## config.mk

```make
export PLATFORM = sky130hd
export DESIGN_NAME = parallel_stateful_stream_processor
export DESIGN_NICKNAME = d
export VERILOG_FILES = /design/src/rtl/parallel_stateful_stream_processor.sv
export SDC_FILE = /design/constraint.sdc
export NUM_CORES = 1
export LEC_CHECK = 0
export ABC_AREA = 1
export CAP_MARGIN = 20
export CORE_MARGIN = 2
export CORE_UTILIZATION = 60
export CTS_BUF_LIST = sky130_fd_sc_hd__clkbuf_8 sky130_fd_sc_hd__clkbuf_16
export DETAILED_ROUTE_END_ITERATION = 8
export PLACE_DENSITY_LB_ADDON = 0.1
export SLEW_MARGIN = 0
export SYNTH_ARGS = -nofsm -noshare
export SYNTH_HDL_FRONTEND = slang
export SYNTH_SLANG_ARGS = --single-unit
```

## constraint.sdc

```tcl
create_clock -name clock -period 8.4 [get_ports clock]
set_clock_uncertainty 0.1 [all_clocks]
set_input_delay 0.84 -clock clock [delete_from_list [all_inputs] [get_ports clock]]
set_output_delay 0.84 -clock clock [all_outputs]
set_load 0.01 [all_outputs]
```

## src/rtl/parallel_stateful_stream_processor.sv

```systemverilog
// Folds LANES bytes per accepted beat into an 8-bit running state (sum/xor/max/last)
// and presents one registered result per beat, with a per-frame saturating kept-byte count.
module parallel_stateful_stream_processor #(
    parameter int LANES       = 3,
    parameter int COUNT_WIDTH = 16
) (
    input  logic                   clock,
    input  logic                   reset,
    input  logic                   enable,
    input  logic                   in_valid,
    output logic                   in_ready,
    input  logic [8*LANES-1:0]     in_data,
    input  logic [LANES-1:0]       in_keep,
    input  logic                   in_last,
    input  logic [1:0]             mode,
    output logic                   out_valid,
    input  logic                   out_ready,
    output logic [7:0]             out_data,
    output logic                   out_last,
    output logic [COUNT_WIDTH-1:0] out_count
);
    localparam int PW = $clog2(LANES + 1);
    localparam int SW = COUNT_WIDTH + PW;
    localparam logic [SW-1:0] CNT_MAX = {{PW{1'b0}}, {COUNT_WIDTH{1'b1}}};

    logic [7:0]             acc_q, acc_d;
    logic [COUNT_WIDTH-1:0] cnt_q, cnt_d;
    logic [1:0]             frame_mode_q, frame_mode_d;
    logic                   in_frame_q, in_frame_d;
    logic                   out_valid_q, out_valid_d;
    logic [7:0]             out_data_q, out_data_d;
    logic                   out_last_q, out_last_d;
    logic [COUNT_WIDTH-1:0] out_count_q, out_count_d;

    logic                   accept;
    logic [1:0]             eff_mode;
    logic [7:0]             fold_acc;
    logic [7:0]             lane_byte;
    logic [PW-1:0]          pop;
    logic [SW-1:0]          cnt_sum;
    logic [COUNT_WIDTH-1:0] cnt_new;

    // Ready never looks at in_valid, so upstream may wait on it without a loop.
    assign in_ready = !reset && enable && (!out_valid_q || out_ready);
    assign accept   = in_valid && in_ready;
    assign eff_mode = in_frame_q ? frame_mode_q : mode;

    always_comb begin
        fold_acc  = acc_q;
        lane_byte = 8'h00;
        pop       = '0;
        for (int i = 0; i < LANES; i++) begin
            lane_byte = in_data[8*i +: 8];
            if (in_keep[i]) begin
                pop = pop + PW'(1);
                case (eff_mode)
                    2'd0:    fold_acc = fold_acc + lane_byte;
                    2'd1:    fold_acc = fold_acc ^ lane_byte;
                    2'd2:    if (lane_byte > fold_acc) fold_acc = lane_byte;
                    default: fold_acc = lane_byte;
                endcase
            end
        end
        cnt_sum = {{PW{1'b0}}, cnt_q} + SW'(pop);
        cnt_new = (cnt_sum > CNT_MAX) ? CNT_MAX[COUNT_WIDTH-1:0] : cnt_sum[COUNT_WIDTH-1:0];
    end

    always_comb begin
        acc_d        = acc_q;
        cnt_d        = cnt_q;
        frame_mode_d = frame_mode_q;
        in_frame_d   = in_frame_q;
        out_valid_d  = out_valid_q;
        out_data_d   = out_data_q;
        out_last_d   = out_last_q;
        out_count_d  = out_count_q;
        if (enable) begin
            if (accept) begin
                out_valid_d  = 1'b1;
                out_data_d   = fold_acc;
                out_last_d   = in_last;
                out_count_d  = cnt_new;
                frame_mode_d = eff_mode;
                if (in_last) begin
                    acc_d      = 8'h00;
                    cnt_d      = '0;
                    in_frame_d = 1'b0;
                end else begin
                    acc_d      = fold_acc;
                    cnt_d      = cnt_new;
                    in_frame_d = 1'b1;
                end
            end else if (out_valid_q && out_ready) begin
                out_valid_d = 1'b0;
            end
        end
    end

    always_ff @(posedge clock) begin
        if (reset) begin
            acc_q        <= 8'h00;
            cnt_q        <= '0;
            frame_mode_q <= 2'd0;
            in_frame_q   <= 1'b0;
            out_valid_q  <= 1'b0;
            out_data_q   <= 8'h00;
            out_last_q   <= 1'b0;
            out_count_q  <= '0;
        end else begin
            acc_q        <= acc_d;
            cnt_q        <= cnt_d;
            frame_mode_q <= frame_mode_d;
            in_frame_q   <= in_frame_d;
            out_valid_q  <= out_valid_d;
            out_data_q   <= out_data_d;
            out_last_q   <= out_last_d;
            out_count_q  <= out_count_d;
        end
    end

    assign out_valid = out_valid_q;
    assign out_data  = out_data_q;
    assign out_last  = out_last_q;
    assign out_count = out_count_q;
endmodule

```

==> impl_metrics.sql <==
INSERT INTO impl_metrics (metric_group, metric, value, unit) VALUES
('timing', 'report.final.slew_viol_count', '0', ''),
('routing', 'initialDrtViolationCount', '596', ''),
('final_layout', 'fillers', '703', ''),
('setup_path', 'worstSetupPathType', 'in -> reg', ''),
('synth', 'post_synth_instance_area', '5160', 'sq um'),
('setup_path', 'cp.arrival', '7.47', 'ns'),
('setup_path', 'timing.critical_path.slowest_cell_delay', '0.50', 'ns'),
('global_route', 'grt-ovfl-total', '0', ''),
('timing', 'layout_worst_path_cycle_share', '87.9', '%'),
('synth', 'synth-seq-cells', '53', ''),
('final_layout', 'area_delta_synth_final', '14.1', '%'),
('final_layout', 'regArea', '1060', 'sq um'),
('timing', 'grt_setup_unrepaired', 'no', ''),
('timing', 'timing.max_slew.rel_slack', '31.1', '%'),
('setup_path', 'setup.worst_path.end_class', 'register', ''),
('clock_tree', 'cts_tree', 'built', ''),
('clock_tree', 'number_of_buffers_created_by_cts', '5', ''),
('global_route', 'antenna_found_initial', '0', ''),
('synth', 'most_used_standard_cells_in_the_synthesized_netlist', '233 x nand2_1, 125 x inv_1, 78 x o21ai_0, 54 x a21oi_1, 53 x dfxtp_1', ''),
('synth', 'ys_warn_count', '0', ''),
('synth', 'synth_largest_type_area_fraction', '20.6', '%'),
('die', 'floorplan.io_pins', '62', ''),
('placed_design', 'io_buffers', '61', ''),
('clock_tree', 'cts.clk_slew.worst_paths', '0.11', 'ns'),
('routing', 'drt_pre_antenna_iters', '5', ''),
('setup_path', 'critical_path.startpoint_type', 'primary input', ''),
('clock_tree', 'clock_tree.htree_level_count', '2', ''),
('global_route', 'global_route.usage.total', '32.4', '%'),
('timing', 'timing.final.crit_period', '7.39', 'ns'),
('routing', 'route.detailed.vias_per_inst', '5.80', ''),
('clock_tree', 'cts_hold_buf', '0', ''),
('clock_tree', 'clk_latency', '0.32', 'ns'),
('final_layout', 'design_area', '5890', 'sq um'),
('synth', 'synth.distinct_cells', '45', ''),
('synth', 'synth-edff-count', '0', ''),
('synth', 'synth_area_per_cell', '6.23', 'sq um'),
('power', 'static-leakage-power', '2.96', 'nW'),
('routing', 'avgRoutedWirePerCell', '15.9', 'um'),
('timing', 'tightestPinTransition', '1.03', 'ns'),
('die', 'core.rowCount', '33', ''),
('synth', 'mappedNetlistNets', '919', ''),
('clock_tree', 'clockBufferDepth', '2', ''),
('worst_hold_path', 'hold_path_class', 'reg -> reg', ''),
('routing', 'drt_drc_violations_left', '0', ''),
('timing', 'setup_violations', '0', ''),
('final_layout', 'final_layout_size_suffix_gt1_share', '5.51', '%'),
('setup_path', 'critical_path.slowest_cell', 'clkdlybuf4s50_1', ''),
('setup_path', 'cpMostUsedCell', 'nand2_1', ''),
('synth', 'synth-seq-area-share', '20.6', '%'),
('synth', 'synthTopCellsByArea', 'dfxtp_1 21%, nand2_1 17%, ha_1 12%, inv_1 9.1%, o21ai_0 7.6%', ''),
('clock_tree', 'cts.sink_count', '53', ''),
('synth', 'postSynthCellCount', '829', ''),
('placed_design', 'dpl.hpwl', '11600', 'um'),
('die', 'floorplan.core_area', '8300', 'sq um'),
('global_route', 'largest_net_degree_at_the_start_of_global_routing', '55', ''),
('placed_design', 'placement.cell_area', '5790', 'sq um'),
('routing', 'dr_total_vias', '5662', ''),
('outcome', 'status', 'finished clean', ''),
('die', 'chipWidth', '96.8', 'um'),
('setup_path', 'cp.required', '8.48', 'ns'),
('final_layout', 'num_antenna_cells', '0', ''),
('synth', 'yosys.cell_count.top_type', 'nand2_1', ''),
('timing', 'setup_tns', '0', 'ns'),
('die', 'die-area', '9360', 'sq um'),
('clock_tree', 'cts_root_buffer', 'clkbuf_8', ''),
('timing', 'timing.final.hold_violations', '0', ''),
('synth', 'synthDominantAreaCellType', 'dfxtp_1', ''),
('final_layout', 'multi_input_area', '3440', 'sq um'),
('final_layout', 'finalCoreUtilization', '71.0', '%'),
('timing', 'max_freq', '0.135', 'GHz'),
('synth', 'async_flop_share', '0', '%');
## where the power goes
part           switching [mW]  total, mW  internal (mW)  leakage (nW)
clock network          0.0972      0.160         0.0626        0.0506
logic                   0.211      0.335          0.124          2.48
registers             0.00830      0.272          0.263         0.433
total                   0.317      0.767          0.450          2.96
## registers in the layout, summed over array words and instances (netlist names)
register      cells
out_data          8
acc_q             8
cnt_q            16
out_count        16
out_valid         1
in_frame_q        1
out_last          1
frame_mode_q      2
## critical path: cells and delay by family
kind	cells	cell delay [ns]
AO/OA/AOI/OAI	6	1.09
adder cells (fa/ha/maj)	3	1.12
buffers and inverters	5	0.84
AND/OR/NAND/NOR	26	3.55
## cell type report
| cell class | instances | area share (%) |
|---|---|---|
| well taps | 105 | 2.23 |
| clock inverters | 3 | 0.489 |
| repair buffers | 63 | 10.6 |
| multi-input cells | 608 | 58.5 |
| clock buffers | 5 | 1.17 |
| inverters | 139 | 9.03 |
| flip-flops and latches | 53 | 18.0 |
## worst paths after layout
check / startpoint / endpoint / slack, ns / cells past startpoint
worst max-delay path: in_data[6] / acc_q[7]$_SDFFE_PP0P_ / 1.01 / 40
worst min-delay path: cnt_q[15]$_SDFFE_PP0P_ / cnt_q[15]$_SDFFE_PP0P_ / 0.37 / 2
worst max register to register: acc_q[6]$_SDFFE_PP0P_ / acc_q[7]$_SDFFE_PP0P_ / 1.46 / 40
worst min register to register: cnt_q[15]$_SDFFE_PP0P_ / cnt_q[15]$_SDFFE_PP0P_ / 0.37 / 2
## stage by stage
stage,instances,total power [mW],hold WS [ns],worst slack (ns)
5_1_grt,976,0.816,0.391,0.450
4_1_cts,976,0.761,0.375,1.20
6_report,976,0.767,0.375,1.01
3_3_place_gp,968,0.594,0.353,1.14
2_1_floorplan,829,0.497,0.339,2.96
3_5_place_dp,968,0.602,0.358,0.960
## metal layers
| metal | global-route usage (%) | vias to the layer above | routed length (um) |
|---|---|---|---|
| met3 | 3.47 | 22 | 1460 |
| met4 | 6.93 | 0 | 254 |
| met1 | 47.2 | 2584 | 6900 |
| met5 | 0 | - | 0 |
| li1 | - | 2726 | - |
| met2 | 52.0 | 330 | 6930 |
## placed cells by master (no fill, tap or decap), drive strengths merged
master / synthesis / layout
clkbuf: 18 / 5
a21boi: 7 / 7
xnor2: 5 / 5
fa: 4 / 4
a31oi: 3 / 3
nand2: 239 / 239
a221oi: 2 / 2
xor2: 17 / 17
nor4: 2 / 2
ha: 51 / 51
nor3: 10 / 10
o21ai: 86 / 86
a21o: 2 / 2
buf: 11 / 2
or2: 12 / 12
nor2: 33 / 33
nand3b: 1 / 1
inv: 134 / 136
o211ai: 6 / 6
a211oi: 1 / 1
nand4: 5 / 5
nand3: 52 / 52
dfxtp: 53 / 53
o311ai: 2 / 2
o21a: 5 / 5
a21oi: 59 / 59
clkinv: 5 / 6
clkdlybuf4s50: 0 / 61
o31ai: 1 / 1
o21bai: 3 / 3
## kinds of logic after synthesis
logic type | after synthesis | share of synthesized area [%]
fa+ha+maj | 55 | 13.9
flops | 53 | 20.6
simple gates | 354 | 29.7
compound gates | 177 | 19.3
buf+inv | 168 | 12.7
xor+xnor | 22 | 3.73
Power figures use the tool's default switching activity.
